$ cat config.mk
export PLATFORM = sky130hd
export DESIGN_NAME = prog_launcher
export DESIGN_NICKNAME = d
export VERILOG_FILES = /design/src/rtl/prog_launcher.sv
export SDC_FILE = /design/constraint.sdc
export NUM_CORES = 1
export LEC_CHECK = 0
export CAP_MARGIN = 20
export CORE_MARGIN = 5
export CORE_UTILIZATION = 51
export CTS_BUF_LIST = sky130_fd_sc_hd__clkbuf_8
export CTS_CLUSTER_DIAMETER = 150
export DETAILED_ROUTE_END_ITERATION = 16
export GPL_TIMING_DRIVEN = 1
export PLACE_DENSITY = 0.69
export SLEW_MARGIN = 20
export SYNTH_ARGS = -nofsm -noshare
export SYNTH_HDL_FRONTEND = slang
export SYNTH_SLANG_ARGS = --single-unit
$ cat constraint.sdc
create_clock -name Clk -period 4.3 [get_ports Clk]
set_input_delay 1.075 -clock Clk [delete_from_list [all_inputs] [get_ports Clk]]
set_output_delay 1.075 -clock Clk [all_outputs]
set_load 0.005 [all_outputs]
$ cat src/rtl/prog_launcher.sv
// Host-side initiator for the processor Start/Ack program handshake: runs NUM_PROGS
// programs back to back, timing each one and aborting on an Ack timeout.
module prog_launcher #(
  parameter int unsigned NUM_PROGS    = 3,
  parameter int unsigned RST_CYCLES   = 2,
  parameter int unsigned START_CYCLES = 2,
  parameter logic [15:0] TIMEOUT      = 16'd4000
) (
  input  logic        Clk,
  input  logic        Reset,
  input  logic        Go,
  input  logic        DutAck,
  output logic        DutReset,
  output logic        DutStart,
  output logic [3:0]  ProgIdx,
  output logic        Busy,
  output logic        Done,
  output logic        Error,
  output logic [15:0] CycleCount,
  output logic        CycleValid
);

  typedef enum logic [2:0] {IDLE, DRST, START, RUN, REPORT, DONE} state_t;

  localparam logic [15:0] RST_LAST   = 16'(RST_CYCLES - 1);
  localparam logic [15:0] START_LAST = 16'(START_CYCLES - 1);
  localparam logic [3:0]  LAST_PROG  = 4'(NUM_PROGS - 1);

  state_t      state, stateNext;
  logic [15:0] phase, phaseNext;
  logic [15:0] cnt, cntNext, cntInc;
  logic        armed, armedNext;
  logic [3:0]  progIdxNext;
  logic        errorNext;
  logic [15:0] cycleCountNext;
  logic        cycleValidNext;

  always_comb begin
    stateNext      = state;
    phaseNext      = phase;
    cntNext        = cnt;
    cntInc         = cnt + 16'd1;
    armedNext      = armed;
    progIdxNext    = ProgIdx;
    errorNext      = Error;
    cycleCountNext = CycleCount;
    cycleValidNext = 1'b0;
    case (state)
      IDLE, DONE: begin
        if (Go) begin
          stateNext   = DRST;
          phaseNext   = '0;
          progIdxNext = '0;
          errorNext   = 1'b0;
        end
      end
      DRST: begin
        if (phase == RST_LAST) begin
          stateNext = START;
          phaseNext = '0;
        end else begin
          phaseNext = phase + 16'd1;
        end
      end
      START: begin
        if (phase == START_LAST) begin
          stateNext = RUN;
          phaseNext = '0;
          cntNext   = '0;
          armedNext = 1'b0;
        end else begin
          phaseNext = phase + 16'd1;
        end
      end
      RUN: begin
        cntNext = cntInc;
        if (!DutAck) armedNext = 1'b1;
        // Timeout is checked first so it wins over a same-cycle completion.
        if (cntInc == TIMEOUT) begin
          stateNext      = DONE;
          errorNext      = 1'b1;
          cycleCountNext = TIMEOUT;
          cycleValidNext = 1'b1;
        end else if (armed && DutAck) begin
          stateNext      = REPORT;
          cycleCountNext = cntInc;
          cycleValidNext = 1'b1;
        end
      end
      REPORT: begin
        if (ProgIdx == LAST_PROG) begin
          stateNext = DONE;
        end else begin
          stateNext   = DRST;
          phaseNext   = '0;
          progIdxNext = ProgIdx + 4'd1;
        end
      end
      default: stateNext = IDLE;
    endcase
  end

  // Outputs are registered from the next state so they line up with the state they describe.
  always_ff @(posedge Clk or negedge Reset) begin
    if (!Reset) begin
      state      <= IDLE;
      phase      <= '0;
      cnt        <= '0;
      armed      <= 1'b0;
      DutReset   <= 1'b1;
      DutStart   <= 1'b0;
      ProgIdx    <= '0;
      Busy       <= 1'b0;
      Done       <= 1'b0;
      Error      <= 1'b0;
      CycleCount <= '0;
      CycleValid <= 1'b0;
    end else begin
      state      <= stateNext;
      phase      <= phaseNext;
      cnt        <= cntNext;
      armed      <= armedNext;
      DutReset   <= (stateNext == IDLE) || (stateNext == DRST) || (stateNext == DONE);
      DutStart   <= (stateNext == START);
      ProgIdx    <= progIdxNext;
      Busy       <= (stateNext != IDLE) && (stateNext != DONE);
      Done       <= (stateNext == DONE);
      Error      <= errorNext;
      CycleCount <= cycleCountNext;
      CycleValid <= cycleValidNext;
    end
  end

endmodule

Word-level counts from Yosys, hierarchy flattened
Cells that the tools add are included.
- $add $sub $neg: 3
- equal/unequal tests: 17
- mux-type cells: 27
- reductions and logical operators: 20
- operator list (operator ; number):
    $mux 16 ; 6
    $pmux 16 s3 ; 1
    $add 16x1->16 const B ; 2
    $pmux 16 s2 ; 1
    $mux 3 ; 6
    $eq 16x1->1 const B ; 1
    $eq 16x12->1 const B ; 1
    $pmux 3 s5 ; 1
    $reduce_and 3->1 ; 4
    $ne 2x2->1 const B ; 5
    $eq 3x2->1 const B ; 3
    $eq 3x3->1 const B ; 3
    $mux 4 ; 2
    $pmux 4 s2 ; 1
    $reduce_bool 2->1 ; 4
    $mux 1 ; 7
    $eq 3x1->1 const B ; 2
    $logic_not 3->1 ; 2
    $reduce_bool 3->1 ; 2
    $add 4x1->4 const B ; 1
    $eq 4x2->1 const B ; 1
    $pmux 1 s2 ; 2
    $reduce_and 2->1 ; 2
    $reduce_or 2->1 ; 2
    3 further kinds ; 5
- bits in registers: 62
- input port bits: 4

Logic depth before layout (Yosys ltp)
- depth after elaboration: 7
- gate-level depth with buffers: 11
- mapped depth without buffers: 9

Least setup slack after synthesis
Ideal clock, no wire load.
- kind: reg-to-reg
- start point: reg cnt[0]
- end point: reg CycleCount[14]
- library setup time: 128 ps
- arrival: 2238 ps
- data required time: 4172 ps
- slack: 1934 ps
- cell stages (with the launch flop): 12
- clock period less this slack: 2366 ps
- cell sequence: dfrtp_1 ha_1 buf_2 and2_1 a21oi_1 o32ai_1 o2111ai_1 or4b_1 buf_6 buf_8 nand3_2 o21ai_2
- longest elaborated chain between the ends: 4
- ends and longest elaborated chain (element ; line ; text):
    start: declaration ; 31 ; logic [15:0] cnt, cntNext, cntInc;
    start signal: assignment ; 121 ; cnt <= cntNext;
    $add 16x1->16 (*) ; 42 ; cntInc = cnt + 16'd1;
    $eq 16x12->1 ; 79 ; if (cntInc == TIMEOUT) begin
    $reduce_bool 2->1 (no line) ; n/a ;
    $reduce_and 2->1 (no line) ; n/a ;
    end signal: assignment ; 129 ; CycleCount <= cycleCountNext;
    end: declaration ; 19 ; output logic [15:0] CycleCount,
Every way passes the cells marked *; elsewhere a longest branch is shown, timed or not. The select of a mux whose other input is x is not followed.
A chain may end at the register's enable or synchronous reset.

Worst setup path after layout
- start point: reg cnt[0]
- end point: reg CycleCount[2]
Same word-level chain as after synthesis.

==> results.md <==
| Item | Value |
|:---|:---|
| Power density over the cells | 488.0 nW/um^2 |
| Last element of the critical path | CycleCount[2]$_DFFE_PN0P_ |
| Leakage power total | 1.725 nW |
| Clock period minus final worst setup slack | 3.113 ns |
| Sequential share of the synthesized area | 44.54% |
| Area delta synth->final | 11.63% |
| Routed WL per cell | 15.70 um |
| RSZ-0062 raised after global routing | no |
| Number of cells in the finished layout apart from fillers | 477 |
| Worst Reg-to-Reg Cells | 8 |
| CTS tree | yes |
| Number of distinct standard cells referenced by the synthesized netlist | 63 |
| Mean post-synth cell area | 9.296 sq um |
| Register Area | 1553 sq um |
| Remaining routing DRC violations | 0 |
| Starting DRT DRC Count | 148 |
| Path type of the worst min-delay path | reg2reg |
| Internal power | 1.213 mW |
| Final sum of negative setup slack | 0 ns |
| Antenna diode count | 0 |
| Core area | 6719 sq um |
| Final setup violation count | 0 |
| Total CTS buffers | 9 |
| Skew-Pair Late Insertion Delay | 0.35 ns |
| Register share of total power | 40.0% |
| Maximum number of pins on one net before global-route repair | 39 |
| Clock-pin slew reported for the worst setup and hold paths after clock tree synthesis | 0.07 ns |
| I/O Pins | 30 |
| Count of input and output buffers | 29 |
| P_sw | 0.6857 mW |
| Max-slew violation count | 0 |
| Internal reg-to-reg setup slack | 1.19 ns |
| Clock sink count | 62 |
| Share of power burned in the clock network | 28.4% |
| Number of hold violations in the final report | 0 |
| Clock Tree Buf Depth | 2 |
| Maximum level of the CTS H-tree | 3 |
| Floorplan row count | 30 |
| Post-detail-place hpwl | 5.147 mm |
| Share of the cycle needed by the critical path after routing | 72.40% |
| Number of global-route vias before repair | 2610 |
| PostCTS Resize Cnt | 0 |
| Area occupied by multi-input gates | 1698 sq um |
| Outcome | complete, no violations |
| Number of filler instances in the final layout | 588 |
| Type of the setup path with the least slack | reg2reg |
| Sum of overflow across all layers after global routing | 0 |
| Slew HR | 34.55% |
| Share of async-settable or async-resettable flops after synthesis | 100.0% |
| Mapped cell area | 3486 sq um |
| Sw Ratio | 36.11% |
| CTS Hold Bufs | 0 |
| Max-cap violation count | 0 |
| Number of antenna violations at the first check in global routing | 0 |
| Remaining antenna violation count after routing | 0 |
| CP Capture Type | flop |
| Commonest non-fill, non-tap cell in the layout | sky130_fd_sc_hd__dfrtp_1 |
| Top FF cell, synth | sky130_fd_sc_hd__dfrtp_1 |
| CP Launch Point | cnt[0]$_DFFE_PN0P_ |
| Upper clock frequency limit | 0.3212 GHz |
| Mapped Cells | 375 |
| Global-route wire length before repair | 12.78 mm |
| Postcts setup bufs | 0 |
| Worst r2r dst | CycleCount[2]$_DFFE_PN0P_ |
| Worst endpoint required time | 4.52 ns |
| Via count | 2741 |
| Starting density of the core | 51.88% |
| Final setup skew | 0.01273 ns |
| Highest-count cells in the layout ignoring fill and taps | sky130_fd_sc_hd__dfrtp_1 (61), sky130_fd_sc_hd__o21ai_0 (47), sky130_fd_sc_hd__nor2_1 (35), sky130_fd_sc_hd__nand2_1 (32), sky130_fd_sc_hd__clkdlybuf4s50_1 (28) |
| Global-route usage over all layers | 18.94% |
| Slew at the pin closest to its max-slew limit | 0.9570 ns |
| Die height | 92.68 um |
| Area of the die | 8589 sq um |
| Ratio of routed vias to standard cells | 5.746 |
| Highest net fanout along the worst path | 16 |
| Routability Congestion | 0.8047 |
| Ratio of cells with drive above 1 in the final layout | 9.320% |
| Synthesized Nets | 385 |
| CP Launch Type | flop |
| Final wirelength | 7.487 mm |
| Reg2Reg Launch Point | cnt[0]$_DFFE_PN0P_ |
| Worst min-delay path startpoint | CycleCount[10]$_DFFE_PN0P_ |
| Number of flops mapped to enable cells by yosys | 0 |
| Cell count after placement | 461 |
| Final net count | 402 |
| Gate power share | 31.6% |
| Worst vdd ir | 0.2335 mV |
| Count of TritonRoute iterations in the first routing pass | 4 |
| Horizontal extent of the die | 92.68 um |
| Root Driver | sky130_fd_sc_hd__clkbuf_8 |
| Number of warnings issued by yosys | 0 |
| #FFs+latches synth | 62 |
| Worst endpoint data arrival time | 3.33 ns |
sequential cells by signal, summed over array words and instances, names as in the netlist, 3 cells and up:
name,cells
CycleCount,16
ProgIdx,4
cnt,16
phase,16
state,3
worst max-delay path: stages (launching register included):
cell	delay (ns)
sky130_fd_sc_hd__dfrtp_1	0.48
sky130_fd_sc_hd__ha_1	0.46
sky130_fd_sc_hd__nand3_2	0.20
sky130_fd_sc_hd__nor3_4	0.33
sky130_fd_sc_hd__and3_1	0.20
sky130_fd_sc_hd__o2111ai_1	0.15
sky130_fd_sc_hd__or4b_1	0.84
sky130_fd_sc_hd__nand3_1	0.20
sky130_fd_sc_hd__o21ai_0	0.11
per-layer routing:
metal | wire, um | vias up | GRT usage, %
li1 | - | 1367 | -
met1 | 3476 | 1321 | 25.30
met2 | 3625 | 46 | 29.67
met3 | 277 | 7 | 5.280
met4 | 108 | 0 | 6.471
met5 | 0 | - | 0
cell families (layout without fill, tap and decap cells):
kind of cell | count (synthesis) | after routing | synth area share (%)
simple gates | 150 | 150 | 23.08
compound gates | 94 | 94 | 15.94
flops | 62 | 62 | 44.54
buf+inv | 34 | 56 | 6.748
xor+xnor | 25 | 25 | 6.281
fa+ha+maj | 6 | 6 | 2.154
mux | 4 | 4 | 1.256
cell usage after synthesis, types with 2 or more instances:
cell type	n	area (sq um)
sky130_fd_sc_hd__dfrtp_1	61	1526
sky130_fd_sc_hd__o22ai_1	2	12.51
sky130_fd_sc_hd__nand4_1	7	43.79
sky130_fd_sc_hd__ha_1	6	75.07
sky130_fd_sc_hd__a21oi_1	14	70.07
sky130_fd_sc_hd__and2_1	3	18.77
sky130_fd_sc_hd__nand3_2	5	50.05
sky130_fd_sc_hd__xor2_1	13	113.9
sky130_fd_sc_hd__buf_6	2	22.52
sky130_fd_sc_hd__nor2_1	35	131.4
sky130_fd_sc_hd__nand2_1	32	120.1
sky130_fd_sc_hd__a31oi_1	6	37.54
sky130_fd_sc_hd__nand2b_1	5	31.28
sky130_fd_sc_hd__inv_1	8	30.03
sky130_fd_sc_hd__clkbuf_1	10	37.54
sky130_fd_sc_hd__o31ai_1	6	45.04
sky130_fd_sc_hd__clkbuf_8	4	55.05
sky130_fd_sc_hd__mux2_1	2	22.52
sky130_fd_sc_hd__o211ai_1	3	22.52
sky130_fd_sc_hd__nor3_1	7	35.03
sky130_fd_sc_hd__o21ai_0	47	235.2
sky130_fd_sc_hd__or2_2	3	18.77
sky130_fd_sc_hd__buf_4	3	22.52
sky130_fd_sc_hd__a21o_1	3	22.52
sky130_fd_sc_hd__nand3_1	23	115.1
sky130_fd_sc_hd__and3_1	12	75.07
sky130_fd_sc_hd__xnor2_1	12	105.1
sky130_fd_sc_hd__nor4_1	4	25.02
sky130_fd_sc_hd__o21ai_2	3	26.28
worst min path at each step:
stage / end / slack [ns] / depth (start not counted)
2_1_floorplan: CycleCount[10]$_DFFE_PN0P_ / 0.47 / 2
3_3_place_gp: CycleCount[10]$_DFFE_PN0P_ / 0.47 / 2
3_5_place_dp: CycleCount[10]$_DFFE_PN0P_ / 0.47 / 2
4_1_cts: CycleCount[10]$_DFFE_PN0P_ / 0.48 / 2
5_1_grt: CycleCount[10]$_DFFE_PN0P_ / 0.51 / 2
6_report: CycleCount[10]$_DFFE_PN0P_ / 0.48 / 2
power by group through the flow:
| stage | clock network [mW] | registers (mW) | logic [mW] |
|---|---|---|---|
| floorplan | 0 | 0.727 | 0.444 |
| global placement | 0 | 0.767 | 0.598 |
| detailed placement | 0 | 0.769 | 0.602 |
| CTS | 0.550 | 0.760 | 0.606 |
| global route | 0.579 | 0.774 | 0.686 |
| finish | 0.539 | 0.760 | 0.601 |
through the flow:
step	power [mW]	area [sq um]	utilization, %	hold WS [ns]	worst slack [ns]
finish	1.899	3891	57.91	0.4795	1.187
global route	2.038	3891	57.91	0.5145	0.9189
CTS	1.916	3891	57.91	0.4847	1.210
detailed placement	1.371	3685	54.84	0.4677	1.223
global placement	1.365	3685	54.84	0.4655	1.206
floorplan	1.171	3486	-	0.4707	1.934
final cells by class:
class                      count  share of cell area [%]
clock buffer                  12                   4.244
multi-input combinational    279                   43.63
tap                           80                   2.572
clock inverter                 4                   1.061
inverter                       9                  0.8682
sequential                    62                   39.90
timing repair buffer          31                   7.717
No activity file was read; power rests on OpenSTA's default activity.
